## config.mk

```make
export PLATFORM = sky130hd
export DESIGN_NAME = cla_seq_adder
export DESIGN_NICKNAME = d
export VERILOG_FILES = /design/src/rtl/cla_seq_adder.sv
export SDC_FILE = /design/constraint.sdc
export NUM_CORES = 1
export LEC_CHECK = 0
export ABC_AREA = 1
export CAP_MARGIN = 20
export CORE_MARGIN = 2
export CORE_UTILIZATION = 54
export CTS_BUF_LIST = sky130_fd_sc_hd__clkbuf_16
export CTS_CLUSTER_DIAMETER = 50
export CTS_CLUSTER_SIZE = 12
export DETAILED_ROUTE_END_ITERATION = 10
export PLACE_DENSITY_LB_ADDON = 0.1
export SETUP_SLACK_MARGIN = 0.1
export SLEW_MARGIN = 20
export SYNTH_ARGS = -nofsm -noshare
export SYNTH_HDL_FRONTEND = slang
export SYNTH_SLANG_ARGS = --single-unit
```

## constraint.sdc

```tcl
create_clock -name i_clk -period 6.1 [get_ports i_clk]
set_clock_uncertainty 0.15 [all_clocks]
set_input_delay 1.22 -clock i_clk [delete_from_list [all_inputs] [get_ports i_clk]]
set_output_delay 1.22 -clock i_clk [all_outputs]
set_load 0.02 [all_outputs]
```

## src/rtl/cla_seq_adder.sv

```systemverilog
// cla_seq_adder: multi-cycle carry-lookahead adder/subtractor.
//
// Each RUN cycle resolves one GROUP-bit slice of the operands. A two-level
// lookahead network computes the slice's carries, and the group carry-out is
// registered for the next slice. A full operation takes NG = WIDTH/GROUP
// cycles. Valid/ready handshakes are used on both the operand and result sides.
//
// Ports:
//   i_clk        rising-edge clock
//   i_rst        synchronous reset, active-high
//   i_in_valid   operands present on i_a/i_b/i_cin/i_sub
//   o_in_ready   block can accept operands this cycle
//   i_a, i_b     operands (WIDTH bits)
//   i_cin        carry-in, ignored when i_sub=1
//   i_sub        1: a - b, 0: a + b + cin
//   o_out_valid  result held on o_sum/o_cout/o_ovf
//   i_out_ready  consumer takes the result this cycle
//   o_sum        result (WIDTH bits)
//   o_cout       carry out of MSB (subtract: 1 = no borrow)
//   o_ovf        signed overflow
//   o_busy       high while slices are being resolved

module cla_seq_adder #(
    parameter int unsigned WIDTH = 16,
    parameter int unsigned GROUP = 4
) (
    input  logic             i_clk,
    input  logic             i_rst,
    input  logic             i_in_valid,
    output logic             o_in_ready,
    input  logic [WIDTH-1:0] i_a,
    input  logic [WIDTH-1:0] i_b,
    input  logic             i_cin,
    input  logic             i_sub,
    output logic             o_out_valid,
    input  logic             i_out_ready,
    output logic [WIDTH-1:0] o_sum,
    output logic             o_cout,
    output logic             o_ovf,
    output logic             o_busy
);

    localparam int unsigned NG = WIDTH / GROUP;
    localparam int unsigned CW = (NG > 1) ? $clog2(NG) : 1;
    localparam logic [WIDTH-1:0] SliceMask = WIDTH'({GROUP{1'b1}});

    generate
        if (((WIDTH % GROUP) != 0) || (GROUP < 2)) begin : g_param_check
            $fatal(1, "cla_seq_adder: WIDTH must be a multiple of GROUP and GROUP must be >= 2");
        end
    endgenerate

    typedef enum logic [1:0] {
        StIdle,
        StRun,
        StDone
    } state_e;

    state_e           r_state, w_state_nxt;
    logic [WIDTH-1:0] r_a, w_a_nxt;
    logic [WIDTH-1:0] r_b, w_b_nxt;
    logic [WIDTH-1:0] r_sum, w_sum_nxt;
    logic             r_carry, w_carry_nxt;
    logic             r_cout, w_cout_nxt;
    logic             r_ovf, w_ovf_nxt;
    logic [CW-1:0]    r_cnt, w_cnt_nxt;

    logic             w_accept;
    logic             w_last;
    int unsigned      w_shift;
    logic [GROUP-1:0] w_a_slice;
    logic [GROUP-1:0] w_b_slice;
    logic [GROUP-1:0] w_g;
    logic [GROUP-1:0] w_p;
    logic [GROUP:0]   w_c;
    logic [GROUP-1:0] w_sum_slice;
    logic             w_term;
    logic             w_prod;

    // Slice selection: bit offset of the slice currently being resolved.
    always_comb begin
        w_shift   = 32'(r_cnt) * GROUP;
        w_a_slice = GROUP'(r_a >> w_shift);
        w_b_slice = GROUP'(r_b >> w_shift);
        w_g       = w_a_slice & w_b_slice;
        w_p       = w_a_slice ^ w_b_slice;
        w_last    = (r_cnt == CW'(NG - 1));
    end

    // Flattened lookahead: every c[i+1] is an independent sum of products
    //   g[i] | p[i]g[i-1] | ... | p[i]..p[1]g[0] | p[i]..p[0]c[0]
    // so no carry depends on another computed carry.
    always_comb begin
        w_c    = '0;
        w_term = 1'b0;
        w_prod = 1'b0;
        w_c[0] = r_carry;
        for (int i = 0; i < GROUP; i++) begin
            w_term = r_carry;
            for (int m = 0; m <= i; m++) begin
                w_term = w_term & w_p[m];
            end
            for (int j = 0; j <= i; j++) begin
                w_prod = w_g[j];
                for (int m = j + 1; m <= i; m++) begin
                    w_prod = w_prod & w_p[m];
                end
                w_term = w_term | w_prod;
            end
            w_c[i+1] = w_term;
        end
        w_sum_slice = w_p ^ w_c[GROUP-1:0];
    end

    // Next-state and handshake logic.
    always_comb begin
        w_state_nxt = r_state;
        w_a_nxt     = r_a;
        w_b_nxt     = r_b;
        w_sum_nxt   = r_sum;
        w_carry_nxt = r_carry;
        w_cout_nxt  = r_cout;
        w_ovf_nxt   = r_ovf;
        w_cnt_nxt   = r_cnt;

        o_in_ready  = (r_state == StIdle) || ((r_state == StDone) && i_out_ready);
        w_accept    = i_in_valid && o_in_ready;

        case (r_state)
            StIdle: begin
                // Loading handled below, shared with back-to-back accept.
            end
            StRun: begin
                w_sum_nxt   = (r_sum & ~(SliceMask << w_shift)) |
                              (WIDTH'(w_sum_slice) << w_shift);
                w_carry_nxt = w_c[GROUP];
                w_cnt_nxt   = r_cnt + 1'b1;
                if (w_last) begin
                    w_cout_nxt  = w_c[GROUP];
                    // Carry into the MSB differs from carry out => signed overflow.
                    w_ovf_nxt   = w_c[GROUP] ^ w_c[GROUP-1];
                    w_state_nxt = StDone;
                end
            end
            StDone: begin
                if (i_out_ready) begin
                    w_state_nxt = StIdle;
                end
            end
            default: begin
                w_state_nxt = StIdle;
            end
        endcase

        // Accept is only possible in IDLE or on a DONE transfer.
        if (w_accept) begin
            w_a_nxt     = i_a;
            // Subtraction as a + ~b + 1; i_cin is ignored in that case.
            w_b_nxt     = i_sub ? ~i_b : i_b;
            w_carry_nxt = i_sub | i_cin;
            w_cnt_nxt   = '0;
            w_state_nxt = StRun;
        end
    end

    always_ff @(posedge i_clk) begin
        if (i_rst) begin
            r_state <= StIdle;
            r_a     <= '0;
            r_b     <= '0;
            r_sum   <= '0;
            r_carry <= 1'b0;
            r_cout  <= 1'b0;
            r_ovf   <= 1'b0;
            r_cnt   <= '0;
        end else begin
            r_state <= w_state_nxt;
            r_a     <= w_a_nxt;
            r_b     <= w_b_nxt;
            r_sum   <= w_sum_nxt;
            r_carry <= w_carry_nxt;
            r_cout  <= w_cout_nxt;
            r_ovf   <= w_ovf_nxt;
            r_cnt   <= w_cnt_nxt;
        end
    end

    // Outputs come straight from registers, so they cannot glitch in DONE.
    assign o_out_valid = (r_state == StDone);
    assign o_busy      = (r_state == StRun);
    assign o_sum       = r_sum;
    assign o_cout      = r_cout;
    assign o_ovf       = r_ovf;

endmodule

```

==> results.yml, run 1 <==
grt:
  grt_max_degree: 38
  grt_antenna_before_repair: 0
  grt_pass1_wl_mm: 9.54
  track_usage_pct: 22.3
  grt_pass1_vias: 2248
  overflow: 0
cts:
  post_cts_resized: 0
  htreeDepth: 2
  postCtsSetupRepairBufs: 0
  cts_root_buffer: "clkbuf_16"
  cts_buffer_depth: 2
  insertion_delay_ns: 0.29
  holdBufCountCts: 0
  cts_sinks: 55
  clkSlewWorstSetupHoldPaths_ns: 0.07
  cts_tree: "built"
  numCtsBuffers: 5
worst_hold_path:
  hold_depth: 2
  hp-class: "register to register"
synthesis:
  synth_cells: 349
  ys_seq_elements: 55
  yosys_warnings: 0
  synthArstFlopShare_pct: 0
  synth_top_area_cell: "dfxtp_1"
  synth_edf_count: 0
  syn_area_sq_um: 2620
  yosysUniqueCellTypes: 27
  synthTopCellsByCount: "111 x nand2_1, 55 x dfxtp_1, 53 x a21oi_1, 23 x nor2_1, 18 x o21ai_0"
  synth_top_area_share_pct: 42.0
  synth_area_leaders: "dfxtp_1 42%, nand2_1 16%, a21oi_1 10%, xor2_1 5.3%, ha_1 4.3%"
  syn_avg_cell_area_sq_um: 7.51
  syn-num-nets: 397
  ys_seq_area_share_pct: 42.0
  synth.most_common_cell: "nand2_1"
  synthFlopType: "dfxtp_1"
detailed_routing:
  drc: 0
  wl_per_cell_microns: 12.1
  routed_wl_mm: 5.45
  firstDrtPassIters: 4
  routed_via_density: 5.21
  num_vias: 2349
  drt-initial-drc-count: 151
  final_antenna_net_count: 0
die:
  core_sq_um: 4690
  fp.dieW_microns: 73.7
  die_h_microns: 73.7
  core.rowCount: 25
  die_area_sq_um: 5430
  io_pins: 59
  start_util_pct: 55.9
sta:
  period_minus_slack_ns: 3.88
  finalSetupViolCount: 0
  max_slew_margin_pct: 42.2
  rsz0062_at_grt: "false"
  hold_violations: 0
  final.setup.tns_ns: 0
  fin_ws_ns: 2.22
  post-route-period-util_pct: 63.5
  slew_violations: 0
  worst_pin_slew_ns: 0.864
  max_freq_ghz: 0.258
power:
  powerDensity_nw_per_um2: 244
  p_leak_nw: 1.29
  power_uw: 805
  irDropWorstVdd_v: 0.000133
cells_and_area:
  stdcell_area_sq_um: 3300
  fillerInstances: 420
  area_delta_synth_final_pct: 25.7
  layout-drive-gt1-share_pct: 4.28
  nNetsFinal: 444
  num_antenna_cells: 0
worst_setup_path:
  worstSetupPathType: "primary input to output pin"
  cp-start-kind: "primary input"
  arrival_ns: 2.51
  path_max_fanout: 2
  worst_ep_required_time_ns: 4.73
  worst_setup_path_end_kind: "output pin"
  r2r_cells: 13
placed_design:
  gp_congestion: 0.822
  io_buffers: 58
  dp_hpwl_mm: 3.89
  post-place-ws_ns: 2.22
  place_area_sq_um: 3160
outcome:
  status: "finished, final reports clean"
job:
  drv_cap: 0
[cells by family (layout without fill, tap and decap cells)]
group           Yosys count  count (layout)  synth area share (%)
buf+inv                  35              83                  6.97
xor+xnor                 18              18                  6.01
compound gates           82              82                  16.3
flops                    55              55                  42.0
fa+ha+maj                10              10                  5.06
simple gates            149             149                  23.7
[report_power, final]
group	switching, mW	internal, mW
clock	0.120	0.149
sequential	0.0141	0.378
combinational	0.0796	0.0647
total	0.214	0.592
[sequential cells by signal (all words and copies together), names as in the netlist]
name     cells
o_sum       16
r_a         16
r_b         16
r_cnt        2
r_state      2
o_cout       1
o_ovf        1
r_carry      1
[through the flow]
step                      utilization [%]  hold WS (ns)  instances
after detailed placement             67.3         0.303        443
after global placement               67.3         0.300        443
after floorplan                         -         0.290        349
after global routing                 70.2         0.330        451
final                                70.2         0.313        451
after CTS                            70.2         0.313        451
[cell usage in the layout, fill, tap and decap left out]
master	n
nor2_1	23
a21oi_1	53
o31ai_1	1
nor2_2	1
inv_4	1
dfxtp_1	55
inv_2	2
o21bai_1	1
fa_1	1
nor2_4	4
xor2_1	16
o21ai_0	18
nand3_1	4
clkinv_2	1
clkinv_1	1
nand4_1	4
ha_1	9
inv_1	14
o22ai_1	8
nand2_4	2
clkbuf_16	5
clkdlybuf4s50_1	58
nand2_1	111
xnor2_1	2
a31oi_1	1
buf_4	1
[worst max-delay path, stage by stage]
cell             delay [ns]
clkdlybuf4s50_1        0.51
nor2_4                 0.06
nor2_4                 0.10
clkdlybuf4s50_1        0.62
[layer usage]
metal  share of wire, %  up-vias  GRT usage, %
li1                   -     1223             -
met1                 44     1074          26.6
met2                 51       44          39.4
met3                3.1        8          4.12
met4                1.4        0          8.48
met5                  0        -             0
[path summary, 6_finish.rpt]
path | start | endpoint | slack (ns)
worst max-delay path | i_out_ready | o_in_ready | 2.22
worst min-delay path | o_sum[6] | o_sum[6] | 0.31
worst max register to register | r_cnt[0] | o_cout | 2.71
worst min register to register | o_sum[6] | o_sum[6] | 0.31
[area by class of cell]
| class | count | area [sq um] | share of cell area, % |
|---|---|---|---|
| sequential | 55 | 1100 | 33.4 |
| timing repair buffer | 59 | 588 | 17.8 |
| clock inverter | 3 | 12.5 | 0.380 |
| clock buffer | 5 | 125 | 3.80 |
| tap | 54 | 67.6 | 2.05 |
| inverter | 16 | 62.6 | 1.90 |
| multi-input combinational | 259 | 1340 | 40.6 |
Note: power is estimated with default switching activity, not from simulation.
==> run 2: changes to the inputs <==
--- a/config.mk
+++ b/config.mk
@@ -8,7 +8,7 @@
 export ABC_AREA = 1
 export CAP_MARGIN = 20
 export CORE_MARGIN = 2
-export CORE_UTILIZATION = 54
+export CORE_UTILIZATION = 45
 export CTS_BUF_LIST = sky130_fd_sc_hd__clkbuf_16
 export CTS_CLUSTER_DIAMETER = 50
 export CTS_CLUSTER_SIZE = 12
==> constraint.sdc (replaced) <==
create_clock -name i_clk -period 3.4 [get_ports i_clk]
set_clock_uncertainty 0.15 [all_clocks]
set_input_delay 0.68 -clock i_clk [delete_from_list [all_inputs] [get_ports i_clk]]
set_output_delay 0.68 -clock i_clk [all_outputs]
set_load 0.02 [all_outputs]
==> run 2 against run 1 <==
Register-to-register slack worse by 1.8 ns. Non-clock buffer count is 4 higher. Clock power is 86% higher. Power is 82% higher. Sequential share of layout area is 0.55 points lower. Setup slack worse by 1.6 ns. Core utilization is 10 points lower. Highest routed layer unchanged.
==> results.yml, run 2 (synthesized netlist as in run 1, its figures left out) <==
outcome:
  status: "finished, final reports clean"
die:
  fp.dieW_microns: 80.3
  start_util_pct: 47.0
  core.rowCount: 27
  core_sq_um: 5570
  die_area_sq_um: 6450
  io_pins: 59
  die_h_microns: 80.3
worst_setup_path:
  critPathTopFamily: "buffers and inverters"
  worstSetupPathType: "primary input to output pin"
  path_buf_inv: 2
  worst_ep_required_time_ns: 2.57
  path_max_fanout: 2
  crit_path_cell_trace: "clkdlybuf4s50_1 -> nor2_4 -> nor2_4 -> clkdlybuf4s50_1"
  arrival_ns: 1.96
  worst_setup_path_end_kind: "output pin"
  cp-start-kind: "primary input"
  cp_slowest_cell: "clkdlybuf4s50_1"
  cpPeakStageDelay_ns: 0.61
sta:
  post-route-period-util_pct: 82.1
  max_slew_margin_pct: 41.8
  worst_pin_slew_ns: 0.870
  rsz0062_at_grt: "false"
  hold_ws_ns: 0.312
  hold_violations: 0
  max_freq_ghz: 0.358
  final.setup.tns_ns: 0
  finalSetupViolCount: 0
  fin_ws_ns: 0.609
  slew_violations: 0
  period_minus_slack_ns: 2.79
grt:
  gr-usage-met1_pct: 25.0
  use_met2_pct: 33.3
  grtUsageMet3_pct: 4.04
  grt_pass1_wl_mm: 9.94
  grt_antenna_before_repair: 0
  gr-max-usage-layer: "met2"
  grt_pass1_vias: 2169
  grt_max_degree: 38
  overflow: 0
  track_usage_pct: 19.6
cells_and_area:
  fillerInstances: 558
  mostFrequentLayoutCells: "111 x nand2_1, 58 x clkdlybuf4s50_1, 55 x dfxtp_1"
  layout_commonest_cell: "nand2_1"
  nNetsFinal: 448
  area_delta_synth_final_pct: 27.8
  multiInputGateArea_sq_um: 1340
  regArea_sq_um: 1100
  layout-drive-gt1-share_pct: 5.74
  fin_cells: 473
  stdcell_area_sq_um: 3350
  num_antenna_cells: 0
  final_core_util_pct: 60.1
placed_design:
  dp_hpwl_mm: 4.21
  dp_cells: 465
  place_area_sq_um: 3210
  post-place-ws_ns: 0.603
  io_buffers: 58
  gp_congestion: 0.845
job:
  drv_cap: 0
power:
  p_leak_nw: 1.30
  powerDensity_nw_per_um2: 438
  irDropWorstVdd_v: 0.000240
  power_mw: 1.47
detailed_routing:
  final_antenna_net_count: 0
  routed_wl_mm: 5.81
  firstDrtPassIters: 4
  wl_per_cell_microns: 12.3
  drc: 0
  routed_via_density: 5.02
  drt-initial-drc-count: 94
  num_vias: 2375
cts:
  clkSlewWorstSetupHoldPaths_ns: 0.07
  postCtsSetupRepairBufs: 0
  cts_sinks: 55
  numCtsBuffers: 5
  insertion_delay_ns: 0.29
  cts_buffer_depth: 2
  htreeDepth: 2
  cts_root_buffer: "clkbuf_16"
  post_cts_resized: 0
  cts_tree: "built"
  holdBufCountCts: 0
worst_hold_path:
  hp-class: "register to register"
[run 2: routing by layer]
layer / vias to the layer above / wire length [microns]
met5: - / 0
met4: 0 / 62
met3: 6 / 286
met2: 62 / 2780
met1: 1073 / 2680
li1: 1234 / -
[run 2: worst min-delay path, stage by stage, from the launching register on]
cell and delay [ns]:
dfxtp_1 0.31, nand2_1 0.06, a21oi_1 0.05
[run 2: final timing paths]
path / start / slack [ns] / to / cells after the start
setup / recovery: i_out_ready / 0.61 / o_in_ready / 4
hold / removal: o_sum[12] / 0.31 / o_sum[12] / 2
setup reg to reg: r_cnt[0] / 0.89 / r_carry / 13
hold reg to reg: o_sum[12] / 0.31 / o_sum[12] / 2
[run 2: final cells by class]
cell class                 count  share of cell area [%]
multi-input combinational    259                    40.0
timing repair buffer          63                    18.4
tap                           72                    2.69
clock inverter                 3                   0.448
sequential                    55                    32.9
clock buffer                   5                    3.73
inverter                      16                    1.87
[run 2: report_power, final]
part           internal, mW  total [mW]  switching [mW]  leakage [nW]
Sequential            0.679       0.699          0.0199         0.449
Clock                 0.269       0.499           0.229        0.0733
Combinational         0.119       0.270           0.151         0.781
Total                  1.07        1.47           0.400          1.30
==> run 3: changes to the inputs <==
--- a/config.mk
+++ b/config.mk
@@ -8,7 +8,7 @@
 export ABC_AREA = 1
 export CAP_MARGIN = 20
 export CORE_MARGIN = 2
-export CORE_UTILIZATION = 45
+export CORE_UTILIZATION = 50
 export CTS_BUF_LIST = sky130_fd_sc_hd__clkbuf_16
 export CTS_CLUSTER_DIAMETER = 50
 export CTS_CLUSTER_SIZE = 12
==> constraint.sdc (replaced) <==
create_clock -name i_clk -period 2.9 [get_ports i_clk]
set_clock_uncertainty 0.15 [all_clocks]
set_input_delay 0.58 -clock i_clk [delete_from_list [all_inputs] [get_ports i_clk]]
set_output_delay 0.58 -clock i_clk [all_outputs]
set_load 0.02 [all_outputs]
==> run 3 against run 2 <==
First-iteration DRC count rose by 26%. Largest cell class unchanged. Sequential power grew 18%. Critical endpoint unchanged. Core utilization is 5.9 points higher. Combinational power is 17% higher. Via count up 0.38%. Register-to-register slack worse by 0.52 ns. Hold slack lost 0.0032 ns. Die area shrank 9.5%.
==> results.yml, run 3 (synthesized netlist as in run 1, its figures left out) <==
cells_and_area:
  num_antenna_cells: 0
  layout_commonest_cell: "nand2_1"
  fin_cells: 472
  multiInputGateArea_sq_um: 1340
  nNetsFinal: 449
  layout-drive-gt1-share_pct: 5.22
  fillerInstances: 480
  area_delta_synth_final_pct: 27.8
  regArea_sq_um: 1100
  stdcell_area_sq_um: 3350
  mostFrequentLayoutCells: "111 x nand2_1, 58 x clkdlybuf4s50_1, 55 x dfxtp_1"
grt:
  track_usage_pct: 20.2
  grt_antenna_before_repair: 0
  grt_max_degree: 50
  grt_pass1_vias: 2231
  overflow: 0
  grt_pass1_wl_mm: 9.82
detailed_routing:
  drc: 0
  num_vias: 2384
  drt-initial-drc-count: 118
  final_antenna_net_count: 0
  firstDrtPassIters: 4
  wl_per_cell_microns: 12.1
  routed_wl_mm: 5.69
  routed_via_density: 5.05
worst_setup_path:
  worst_setup_path_end_kind: "output pin"
  cp-endpoint: "o_in_ready"
  cp_slowest_cell: "clkdlybuf4s50_1"
  r2r-start: "r_cnt[0]"
  cpPeakStageDelay_ns: 0.61
  cp-start-kind: "primary input"
  r2r-end: "r_carry"
  r2r_cells: 13
  worstSetupPathType: "primary input to output pin"
  reg2reg_slack_ns: 0.37
  crit_path_cell_trace: "clkdlybuf4s50_1 -> nor2_4 -> nor2_4 -> clkdlybuf4s50_1"
  worst_ep_required_time_ns: 2.17
  path_max_fanout: 2
  arrival_ns: 1.86
  cp-startpoint: "i_out_ready"
placed_design:
  dp_hpwl_mm: 4.05
  io_buffers: 58
  place_area_sq_um: 3220
  gp_congestion: 0.839
  dp_cells: 464
  post-place-ws_ns: 0.301
sta:
  slew_violations: 0
  rsz0062_at_grt: "false"
  hold_ws_ns: 0.309
  max_freq_ghz: 0.386
  post-route-period-util_pct: 89.4
  finalSetupViolCount: 0
  worst_pin_slew_ns: 0.491
  fin_ws_ns: 0.307
  max_slew_margin_pct: 67.3
  hold_violations: 0
  period_minus_slack_ns: 2.59
  final.setup.tns_ns: 0
cts:
  holdBufCountCts: 0
  insertion_delay_ns: 0.28
  post_cts_resized: 0
  numCtsBuffers: 5
  cts_tree: "built"
  htreeDepth: 2
  postCtsSetupRepairBufs: 0
  cts_buffer_depth: 2
  clkSlewWorstSetupHoldPaths_ns: 0.06
  cts_sinks: 55
  cts_root_buffer: "clkbuf_16"
die:
  io_pins: 59
  fp.dieW_microns: 76.4
  core_sq_um: 5070
  die_area_sq_um: 5840
  start_util_pct: 51.7
  die_h_microns: 76.4
  core.rowCount: 26
power:
  powerDensity_nw_per_um2: 506
  p_leak_nw: 1.31
  irDropWorstVdd_v: 0.000345
worst_hold_path:
  hp-class: "register to register"
job:
  drv_cap: 0
outcome:
  status: "finished, final reports clean"
[run 3: changes by cell type in the layout (fill, tap and decap cells not counted)]
cell | before | now
clkinv_2 | 3 | 0
inv_1 | 12 | 13
clkinv_1 | 1 | 3
buf_4 | 5 | 6
[run 3: per-layer routing]
layer	wire (microns)	GRT usage, %	part of all wire [%]
met1	2460	24.6	43
met2	2990	36.2	52
met3	217	4.03	3.8
met4	27	5.45	0.47
met5	0	0	0
[run 3: worst min-delay path by stage]
| stage | start | endpoint | slack, ns | depth (start not counted) |
|---|---|---|---|---|
| finish | o_sum[12] | o_sum[12] | 0.31 | 2 |
| global route | o_sum[6] | o_sum[6] | 0.33 | 2 |
| CTS | o_sum[12] | o_sum[12] | 0.31 | 2 |
| detailed placement | o_sum[12] | o_sum[12] | 0.30 | 2 |
| global placement | o_sum[12] | o_sum[12] | 0.30 | 2 |
| floorplan | r_b[10] | r_b[10] | 0.29 | 2 |
[run 3: layout make-up]
| type | instances | area share [%] |
|---|---|---|
| clock buffers | 5 | 3.73 |
| clock inverters | 3 | 0.336 |
| flip-flops and latches | 55 | 32.8 |
| well taps | 70 | 2.61 |
| inverters | 16 | 1.87 |
| repair buffers | 64 | 18.7 |
| multi-input cells | 259 | 39.9 |
[run 3: critical path, delay by kind of cell]
family | cells | cell delay [ns]
buffers and inverters | 2 | 1.11
and+or+nand+nor | 2 | 0.16
[run 3: power breakdown]
| group | total [mW] | switching [mW] | internal [mW] |
|---|---|---|---|
| registers | 0.822 | 0.0257 | 0.796 |
| clock network | 0.559 | 0.247 | 0.311 |
| logic | 0.317 | 0.175 | 0.141 |
[run 3: per-stage QoR]
step | utilization, % | power, mW
global placement | 63.4 | 1.15
detailed placement | 63.4 | 1.15
finish | 66.1 | 1.70
floorplan | - | 1.04
global route | 66.1 | 1.79
CTS | 66.1 | 1.71
